--- src/rtl/luma_2_rgb_pkg.sv ---
// Shared video definitions for the duotone colouriser: pixel layout, luma
// constants, configuration/timing bundles and the frame-start helper.
package luma_2_rgb_pkg;

    localparam int PIX_W   = 24;
    localparam int CH_W    = 8;
    localparam int N_CH    = 3;
    localparam int R_LSB   = 16;
    localparam int G_LSB   = 8;
    localparam int B_LSB   = 0;

    localparam int SUM_W   = 10;
    localparam int PROD_W  = 20;
    localparam int W_W     = 9;

    localparam int LUMA_MUL   = 683;
    localparam int LUMA_SHIFT = 11;

    typedef struct packed {
        logic             en;
        logic [PIX_W-1:0] lo;
        logic [PIX_W-1:0] hi;
    } duo_cfg_t;

    typedef struct packed {
        logic vde;
        logic hsync;
        logic vsync;
    } vid_timing_t;

    function automatic logic vsync_rise(input logic prev, input logic cur);
        return cur & ~prev;
    endfunction

    function automatic logic [SUM_W-1:0] channel_sum(input logic [PIX_W-1:0] pix);
        return SUM_W'(pix[R_LSB +: CH_W]) + SUM_W'(pix[G_LSB +: CH_W]) + SUM_W'(pix[B_LSB +: CH_W]);
    endfunction

endpackage

--- src/rtl/luma_2_rgb_lerp.sv ---
// Registered single-channel blend between shadow and highlight levels,
// with bypass and blanking folded into the output register.
module duo_lerp8
    import luma_2_rgb_pkg::*;
(
    input  logic            clk,
    input  logic            rst,
    input  logic [CH_W-1:0] c_lo,
    input  logic [CH_W-1:0] c_hi,
    input  logic [W_W-1:0]  w,
    input  logic [CH_W-1:0] pix,
    input  logic            en,
    input  logic            vde,
    output logic [CH_W-1:0] result
);

    logic [W_W-1:0]  w_inv;
    logic [16:0]     lo_term;
    logic [16:0]     hi_term;
    logic [16:0]     blend_sum;
    logic [CH_W-1:0] blend;
    logic [CH_W-1:0] result_reg;

    // Weights sum to 256, so the blend never exceeds 255 and needs no clamp.
    assign w_inv     = W_W'(256) - w;
    assign lo_term   = 17'(c_lo) * 17'(w_inv);
    assign hi_term   = 17'(c_hi) * 17'(w);
    assign blend_sum = lo_term + hi_term;
    assign blend     = CH_W'(blend_sum >> 8);

    always_ff @(posedge clk) begin
        if (rst) begin
            result_reg <= '0;
        end else if (!vde) begin
            result_reg <= '0;
        end else if (en) begin
            result_reg <= blend;
        end else begin
            result_reg <= pix;
        end
    end

    assign result = result_reg;

endmodule

--- src/rtl/luma_2_rgb.sv ---
// Duotone colouriser: luma of each pixel selects a point on a programmable
// shadow-to-highlight gradient; colours change only at frame start.
module luma_2_rgb
    import luma_2_rgb_pkg::*;
#(
    parameter bit BYPASS_ON_RESET = 1'b1
) (
    input  logic             clk,
    input  logic             rst,
    input  logic [PIX_W-1:0] vid_pData_in,
    input  logic             vid_pVDE_in,
    input  logic             vid_pHSync_in,
    input  logic             vid_pVSync_in,
    input  logic             en,
    input  logic [PIX_W-1:0] color_lo,
    input  logic [PIX_W-1:0] color_hi,
    input  logic             cfg_load,
    output logic [PIX_W-1:0] vid_pData_out,
    output logic             vid_pVDE_out,
    output logic             vid_pHSync_out,
    output logic             vid_pVSync_out,
    output logic             cfg_pending
);

    duo_cfg_t    live_cfg;
    duo_cfg_t    pend_cfg_reg, pend_cfg_next;
    duo_cfg_t    app_cfg_reg, app_cfg_next;
    logic        pend_flag_reg, pend_flag_next;
    logic        vs_prev_reg;
    logic        frame_start;
    vid_timing_t live_tim;

    assign live_cfg.en = en;
    assign live_cfg.lo = color_lo;
    assign live_cfg.hi = color_hi;

    assign live_tim.vde   = vid_pVDE_in;
    assign live_tim.hsync = vid_pHSync_in;
    assign live_tim.vsync = vid_pVSync_in;

    assign frame_start = vsync_rise(vs_prev_reg, vid_pVSync_in);

    // A load coinciding with frame start goes straight to the applied set.
    always_comb begin
        app_cfg_next   = app_cfg_reg;
        pend_cfg_next  = pend_cfg_reg;
        pend_flag_next = pend_flag_reg;
        if (frame_start && cfg_load) begin
            app_cfg_next   = live_cfg;
            pend_flag_next = 1'b0;
        end else if (frame_start && pend_flag_reg) begin
            app_cfg_next   = pend_cfg_reg;
            pend_flag_next = 1'b0;
        end else if (cfg_load) begin
            pend_cfg_next  = live_cfg;
            pend_flag_next = 1'b1;
        end
    end

    always_ff @(posedge clk) begin
        if (rst) begin
            vs_prev_reg     <= 1'b0;
            pend_flag_reg   <= 1'b0;
            pend_cfg_reg    <= '0;
            app_cfg_reg.en  <= ~BYPASS_ON_RESET;
            app_cfg_reg.lo  <= '0;
            app_cfg_reg.hi  <= '1;
        end else begin
            vs_prev_reg     <= vid_pVSync_in;
            pend_flag_reg   <= pend_flag_next;
            pend_cfg_reg    <= pend_cfg_next;
            app_cfg_reg     <= app_cfg_next;
        end
    end

    assign cfg_pending = pend_flag_reg;

    // Stage 1: capture pixel with the configuration it will be rendered with.
    logic [PIX_W-1:0] s1_pix_reg;
    duo_cfg_t         s1_cfg_reg;
    vid_timing_t      s1_tim_reg;
    logic [SUM_W-1:0] s1_sum_reg;

    always_ff @(posedge clk) begin
        if (rst) begin
            s1_pix_reg <= '0;
            s1_cfg_reg <= '0;
            s1_tim_reg <= '0;
            s1_sum_reg <= '0;
        end else begin
            s1_pix_reg <= vid_pData_in;
            s1_cfg_reg <= app_cfg_next;
            s1_tim_reg <= live_tim;
            s1_sum_reg <= channel_sum(vid_pData_in);
        end
    end

    // Stage 2: divide by three via reciprocal multiply, then stretch to 0..256.
    logic [PROD_W-1:0] luma_prod;
    logic [CH_W-1:0]   luma;
    logic [W_W-1:0]    w_next;

    assign luma_prod = PROD_W'(s1_sum_reg) * PROD_W'(LUMA_MUL);
    assign luma      = CH_W'(luma_prod >> LUMA_SHIFT);
    assign w_next    = W_W'(luma) + W_W'(luma[CH_W-1]);

    logic [PIX_W-1:0] s2_pix_reg;
    duo_cfg_t         s2_cfg_reg;
    vid_timing_t      s2_tim_reg;
    logic [W_W-1:0]   s2_w_reg;

    always_ff @(posedge clk) begin
        if (rst) begin
            s2_pix_reg <= '0;
            s2_cfg_reg <= '0;
            s2_tim_reg <= '0;
            s2_w_reg   <= '0;
        end else begin
            s2_pix_reg <= s1_pix_reg;
            s2_cfg_reg <= s1_cfg_reg;
            s2_tim_reg <= s1_tim_reg;
            s2_w_reg   <= w_next;
        end
    end

    // Stage 3: one blend per channel; each instance registers its own output.
    generate
        for (genvar gi = 0; gi < N_CH; gi++) begin : g_lerp
            duo_lerp8 u_lerp (
                .clk    (clk),
                .rst    (rst),
                .c_lo   (s2_cfg_reg.lo[gi*CH_W +: CH_W]),
                .c_hi   (s2_cfg_reg.hi[gi*CH_W +: CH_W]),
                .w      (s2_w_reg),
                .pix    (s2_pix_reg[gi*CH_W +: CH_W]),
                .en     (s2_cfg_reg.en),
                .vde    (s2_tim_reg.vde),
                .result (vid_pData_out[gi*CH_W +: CH_W])
            );
        end
    endgenerate

    vid_timing_t s3_tim_reg;

    always_ff @(posedge clk) begin
        if (rst) begin
            s3_tim_reg <= '0;
        end else begin
            s3_tim_reg <= s2_tim_reg;
        end
    end

    assign vid_pVDE_out   = s3_tim_reg.vde;
    assign vid_pHSync_out = s3_tim_reg.hsync;
    assign vid_pVSync_out = s3_tim_reg.vsync;

endmodule

--- config.mk ---
export PLATFORM = sky130hd
export DESIGN_NAME = luma_2_rgb
export DESIGN_NICKNAME = d
export VERILOG_FILES = /design/src/rtl/luma_2_rgb_pkg.sv /design/src/rtl/luma_2_rgb_lerp.sv /design/src/rtl/luma_2_rgb.sv
export SDC_FILE = /design/constraint.sdc
export NUM_CORES = 1
export LEC_CHECK = 0
export CORE_UTILIZATION = 55
export CTS_CLUSTER_DIAMETER = 120
export DETAILED_ROUTE_END_ITERATION = 16
export GPL_TIMING_DRIVEN = 0
export PLACE_DENSITY = 0.72
export SETUP_SLACK_MARGIN = 0.2
export SLEW_MARGIN = 20
export SYNTH_ARGS = -nofsm -noshare
export SYNTH_HDL_FRONTEND = slang
export SYNTH_SLANG_ARGS = --single-unit
--- constraint.sdc ---
create_clock -name clk -period 7.64 [get_ports clk]
set_input_delay 1.528 -clock clk [delete_from_list [all_inputs] [get_ports clk]]
set_output_delay 1.528 -clock clk [all_outputs]
set_load 0.005 [all_outputs]
# Word-level counts from Yosys, hierarchy flattened
# Cells that the tools add are included.
[classes]
multipliers = 7
n_mux = 5
addsub = 7
n_lt_le_gt_ge = 0
div_mod_pow = 0
reduce_logical = 6
eq_ne = 0
n_shift = 0
n_bitwise = 5
[op_table]
columns = ["operator", "n"]
rows = [
  ["two-way mux 49 bit", 2],
  ["multiplier 8 x 9 -> 16 bit", 6],
  ["adder 16 bit", 3],
  ["two-way mux 8 bit", 3],
  ["multiplier 10 x 10 -> 19 bit, second input constant", 1],
  ["adder 9 x 8 -> 10 bit", 1],
  ["adder 8 x 1 -> 9 bit", 1],
  ["adder 8 x 8 -> 9 bit", 1],
  ["subtractor 9 bit, first input constant", 1],
  ["inverter 1 bit", 4],
  ["AND reduction 3 bit", 1],
  ["OR reduction 3 bit", 1],
  ["logical AND 1 bit", 2],
  ["nonzero test 2 bit", 1],
  ["OR reduction 2 bit", 1],
  ["AND 1 bit", 1],
]
[word_totals]
in_bits = 79
n_memories = 0
mem_bits_ro = 0
out_inout_bits = 28
ff_bits = 272
latchBits = 0
elab_cells = 57
ram_bits = 0

# Logic depth before layout (Yosys ltp)
[depth]
depth_word = 5
depth_mapped = 26

# Modules after synthesis
# A second synthesis with hierarchy kept.
[unflattened]
hier_cells = 2758
hier_area_um2 = 25259.2
[by_module_without_submodules]
columns = ["mod", "area_each_um2", "cells_each", "instances"]
rows = [
  ["luma_2_rgb", 10422.5, 1114, 1],
  ["duo_lerp8 at g_lerp[0].u_lerp", 4956.0, 551, 1],
  ["duo_lerp8 at g_lerp[1].u_lerp", 4949.7, 550, 1],
  ["duo_lerp8 at g_lerp[2].u_lerp", 4931.0, 543, 1],
]

# Least setup slack after synthesis
# Ideal clock, no wire load.
[synth_timing]
path_type = "register to register"
startpoint = "register s2_w_reg[0]"
endpoint = "register g_lerp[2].u_lerp.result_reg[6]"
arrival_time_ps = 6213
stages_incl_launch_ff = 25
n_path_buf = 2
slack_ps = 1365
path_cell_list = "dfxtp_1 buf_2 inv_1 ha_1 nand3b_1 nor3_1 xor2_1 clkbuf_1 nand2_1 fa_1 fa_1 inv_1 fa_1 fa_1 fa_1 inv_1 fa_1 inv_1 ha_1 nand2_1 o31a_1 o21ai_1 o21ai_1 or4_1 nand3_1"
[synth_via]
elab_chain_len = 4
[synth_rtl]
columns = ["element", "line_no", "source"]
rows = [
  ["start, declared", "luma_2_rgb.sv:110", "logic [W_W-1:0] s2_w_reg;"],
  ["start signal, assigned", "luma_2_rgb.sv:122", "s2_w_reg <= w_next;"],
  ["subtractor 9 bit", "luma_2_rgb_lerp.sv:25", "assign w_inv = W_W'(256) - w;"],
  ["multiplier 8 x 9 -> 16 bit", "luma_2_rgb_lerp.sv:26", "assign lo_term = 17'(c_lo) * 17'(w_inv);"],
  ["adder 16 bit *", "luma_2_rgb_lerp.sv:28", "assign blend_sum = lo_term + hi_term;"],
  ["two-way mux 8 bit *", "luma_2_rgb_lerp.sv:36", "end else if (en) begin"],
  ["end signal, assigned", "luma_2_rgb_lerp.sv:37", "result_reg <= blend;"],
  ["end signal, assigned", "luma_2_rgb_lerp.sv:39", "result_reg <= pix;"],
  ["end, declared", "luma_2_rgb_lerp.sv:22", "logic [CH_W-1:0] result_reg;"],
]
# Mark *: on every way between the ends. The rest lies on a longest branch, timed or not.
# A chain may end at the register's enable or synchronous reset.

# Worst setup path after layout
[layout_timing]
startpoint = "register s2_w_reg[3]"
endpoint = "register g_lerp[1].u_lerp.result_reg[5]"
[layout_via]
elab_chain_len = 4
[layout_rtl]
columns = ["element", "line_no"]
rows = [
  ["subtractor 9 bit", "luma_2_rgb_lerp.sv:25"],
  ["multiplier 8 x 9 -> 16 bit", "luma_2_rgb_lerp.sv:26"],
  ["adder 16 bit *", "luma_2_rgb_lerp.sv:28"],
  ["two-way mux 8 bit *", "luma_2_rgb_lerp.sv:36"],
  ["end signal, assigned", "luma_2_rgb_lerp.sv:37"],
  ["end signal, assigned", "luma_2_rgb_lerp.sv:39"],
  ["end, declared", "luma_2_rgb_lerp.sv:22"],
]
# Marks and branches as above.

==> impl_metrics.tcl <==
set metrics [dict create \
    startpoint_type "flip-flop" \
    cp.required_ns 8.02 \
    antenna_found_initial 2 \
    fin_ws_ns 0.344 \
    die_height_um 213 \
    drt_iter0_drc 1476 \
    grt_pass1_vias 18800 \
    grt_usage_pct 28.9 \
    drt_first_pass_iters 6 \
    muxShareOfSynthArea_pct 0.373 \
    min-delay-start "s1_pix_reg[9]" \
    crit_fanout 10 \
    worstHoldPathType "reg -> reg" \
    clock_sinks 272 \
    tns_ns 0 \
    max_cap_viol_count 0 \
    placed_cells 3383 \
    grt_max_degree 17 \
    dp_slack_ns -0.572 \
    crit_type "reg -> reg" \
    arrival_ns 7.68 \
    nets 3500 \
    rsz0062_at_grt "yes" \
    vias 18300 \
    regArea_mm2 0.00545 \
    whs_endpoint "s2_pix_reg[9]" \
    synthAdderAreaFrac_pct 40.9 \
    syn_to_final_growth_pct 11.7 \
    grt_first_pass_wirelength_um 101000 \
    worstHoldPathCells 1 \
    cts_root_buffer "clkbuf_16" \
    avgSynthCellArea_um2 9.09 \
    synth_seq_cells 272 \
    gp_congestion 0.944 \
    leakagePower_uw 0.0131 \
    status "complete, no violations" \
    layout_worst_path_cycle_share_pct 95.5 \
    antennaDiodeCount 0 \
    dieArea_mm2 0.0453 \
    viasPerCell 5.33 \
    synthXorXnorAreaFrac_pct 2.58 \
    drtAntennaViolNets 0 \
    async_flop_share_pct 0 \
    r2r_cells 24 \
    drv_slew 0 \
    multi_input_area_mm2 0.0170 \
    ys_seq_area_share_pct 22.3 \
    finalSetupViolations 0 \
    rr_endpoint "g_lerp[1].u_lerp.result[5]" \
    layout-drive-gt1-share_pct 3.20 \
    p_per_area_mw_per_mm2 262 \
    hold_violations 0 \
    syn_area_mm2 0.0245 \
    htreeDepth 1 \
    clk_pin_slew_ns 0.07 \
    ys_types 59 \
    vdd_ir_drop_max_v 0.000233 \
    rrSetupSlack_ns 0.34 \
    synth_edf_count 0 \
    start_util_pct 56.3 \
    io_buffer_count 106 \
    drc 0 \
    fin_crit_ns 7.30 \
    synth-simple-area-share_pct 19.4 \
    ios 107 \
    ys_warn_count 0 \
    cts-buffers-inserted 25 \
    fin_skew_ns 0.00939 \
    num_rows 76 \
    ctsLongestPathBuffers 3 \
    fillers 3704 \
    clock.fmax_mhz 137 \
    synth_cells 2692 \
    hold_buffers 0 \
    relSlewSlack_pct 39.2 \
    dpl.hpwl_um 51100 \
    grt.overflow.total 0 \
    wl_um 62900 \
    final_cells 3431 \
    worst_setup_path_end_kind "flip-flop" \
    synth_top_family_by_area "adder cells" \
    timing.rr.start "s2_w_reg[3]" \
    wl_per_cell_um 18.3 \
    dominantRegCellSynth "dfxtp_1" \
    clk-insertion-delay-late_ns 0.52 \
    tightest_slew_ns 0.912 \
    core_area_mm2 0.0435 \
    die_width_um 213 \
    synth-compound-area-share_pct 5.63 \
    synth_fp_nets 3361 \
    cts_tree "built" \
]
## worst max-delay path by stage
| stage | depth (start not counted) | end | from | slack, ns |
|---|---|---|---|---|
| floorplan | 24 | g_lerp[2].u_lerp.result[6] | s2_w_reg[0] | 1.37 |
| global placement | 24 | g_lerp[0].u_lerp.result[5] | s2_w_reg[3] | -0.54 |
| detailed placement | 24 | g_lerp[0].u_lerp.result[5] | s2_w_reg[3] | -0.57 |
| CTS | 22 | g_lerp[1].u_lerp.result[7] | s2_w_reg[3] | 0.20 |
| global route | 23 | g_lerp[0].u_lerp.result[6] | s2_w_reg[3] | 0.16 |
| finish | 24 | g_lerp[1].u_lerp.result[5] | s2_w_reg[3] | 0.34 |
## critical path: stages (launching register included)
cell and delay, ns:
dfxtp_1 0.31, clkbuf_2 0.32, nor3_1 0.35, nand3_1 0.30, nor3_2 0.26, xnor2_2 0.25, clkbuf_1 0.65, and2_1 0.26
fa_1 0.39, inv_1 0.08, fa_1 0.41, inv_1 0.08, fa_1 0.44, fa_1 0.50, fa_1 0.49, inv_1 0.05
fa_1 0.47, inv_1 0.05, ha_1 0.33, nand3_1 0.11, nand2_1 0.05, a41o_1 0.24, nor2_1 0.16, xor2_1 0.40
o22ai_1 0.17
## timing repair
action	in CTS	in global routing
pin swaps	2	1
buffers inserted	4	2
endpoints found under the setup margin	22	12
cloned	0	0
resized for setup	26	23
## kinds of logic after synthesis
| family | after synthesis |
|---|---|
| AOI/OAI and AO/OA | 217 |
| xor gates and xnor gates | 72 |
| adders and majority gates | 590 |
| buffers and inverters | 580 |
| DFF | 272 |
| muxes | 9 |
| and+or+nand+nor | 952 |
## metrics by stage
stage | area, µm² | power [µW] | util (%) | hold slack [ns]
5_1_grt | 27300 | 7730 | 62.9 | 0.446
3_3_place_gp | 26300 | 5540 | 60.4 | 0.423
4_1_cts | 27200 | 7090 | 62.7 | 0.438
2_1_floorplan | 24500 | 4340 | - | 0.414
6_report | 27300 | 7150 | 62.9 | 0.436
3_5_place_dp | 26300 | 5690 | 60.4 | 0.424
## layer usage
layer  wire, µm  GRT usage, %
met3       4010          3.07
met2      30200          49.2
met5         10             0
met1      26400          38.5
met4       2250          9.95
## report_power, final
part | internal [µW] | leakage (µW) | switching [µW]
Clock | 753 | 0.000415 | 530
Sequential | 1530 | 0.00224 | 99.0
Combinational | 1570 | 0.0105 | 2680
Total | 3850 | 0.0131 | 3300
## layout by cell type (no fill, tap or decap), types with 4 or more instances in the layout
| master | count |
|---|---|
| buf_1 | 11 |
| a21oi_2 | 5 |
| nor3_1 | 18 |
| fa_1 | 348 |
| o22ai_1 | 4 |
| a211oi_1 | 5 |
| buf_4 | 9 |
| nand2b_1 | 31 |
| nand2_1 | 364 |
| clkdlybuf4s50_1 | 106 |
| inv_1 | 454 |
| a311oi_1 | 24 |
| and2_1 | 263 |
| nor2b_1 | 111 |
| nor2_1 | 101 |
| mux2i_1 | 8 |
| clkbuf_4 | 4 |
| o21ai_0 | 9 |
| a21o_1 | 4 |
| nand4_1 | 7 |
| dfxtp_1 | 272 |
| xnor2_1 | 48 |
| clkbuf_16 | 25 |
| clkbuf_2 | 9 |
| o21a_1 | 8 |
| nand3_1 | 39 |
| xor2_1 | 17 |
| clkbuf_1 | 96 |
| ha_1 | 242 |
| o21bai_1 | 8 |
| a21oi_1 | 122 |
| clkbuf_8 | 5 |
## cell type report
cell class                 instances  area share [%]
timing repair buffer             112            4.05
inverter                         456            6.26
tap                              585            2.68
multi-input combinational       1840            62.1
sequential                       272            19.9
clock inverter                    11           0.559
clock buffer                      31            2.56
buffer                           124            1.85
## cells in the mapped netlist, types with 3 or more instances
| master | instances | area, µm² |
|---|---|---|
| fa_1 | 348 | 6970 |
| a311oi_1 | 24 | 210 |
| a21o_1 | 4 | 30.0 |
| clkbuf_1 | 110 | 413 |
| nand3_1 | 39 | 195 |
| o211ai_1 | 3 | 22.5 |
| o21ai_0 | 9 | 45.0 |
| inv_1 | 454 | 1700 |
| dfxtp_1 | 272 | 5450 |
| o21bai_1 | 8 | 60.1 |
| buf_2 | 3 | 15.0 |
| ha_1 | 242 | 3030 |
| mux2i_1 | 8 | 80.1 |
| nor2_1 | 102 | 383 |
| nand2_1 | 364 | 1370 |
| o22ai_1 | 4 | 25.0 |
| a21oi_1 | 125 | 626 |
| o21a_1 | 8 | 60.1 |
| buf_1 | 11 | 41.3 |
| o21ai_1 | 4 | 20.0 |
| xnor2_1 | 51 | 447 |
| nor3b_1 | 3 | 22.5 |
| nand2b_1 | 31 | 194 |
| nor2b_1 | 111 | 694 |
| nand4_1 | 7 | 43.8 |
| and2_1 | 263 | 1650 |
| nor3_1 | 19 | 95.1 |
| a211oi_1 | 5 | 37.5 |
| or4_1 | 3 | 22.5 |
| xor2_1 | 21 | 184 |
No activity file was read; power rests on OpenSTA's default activity.
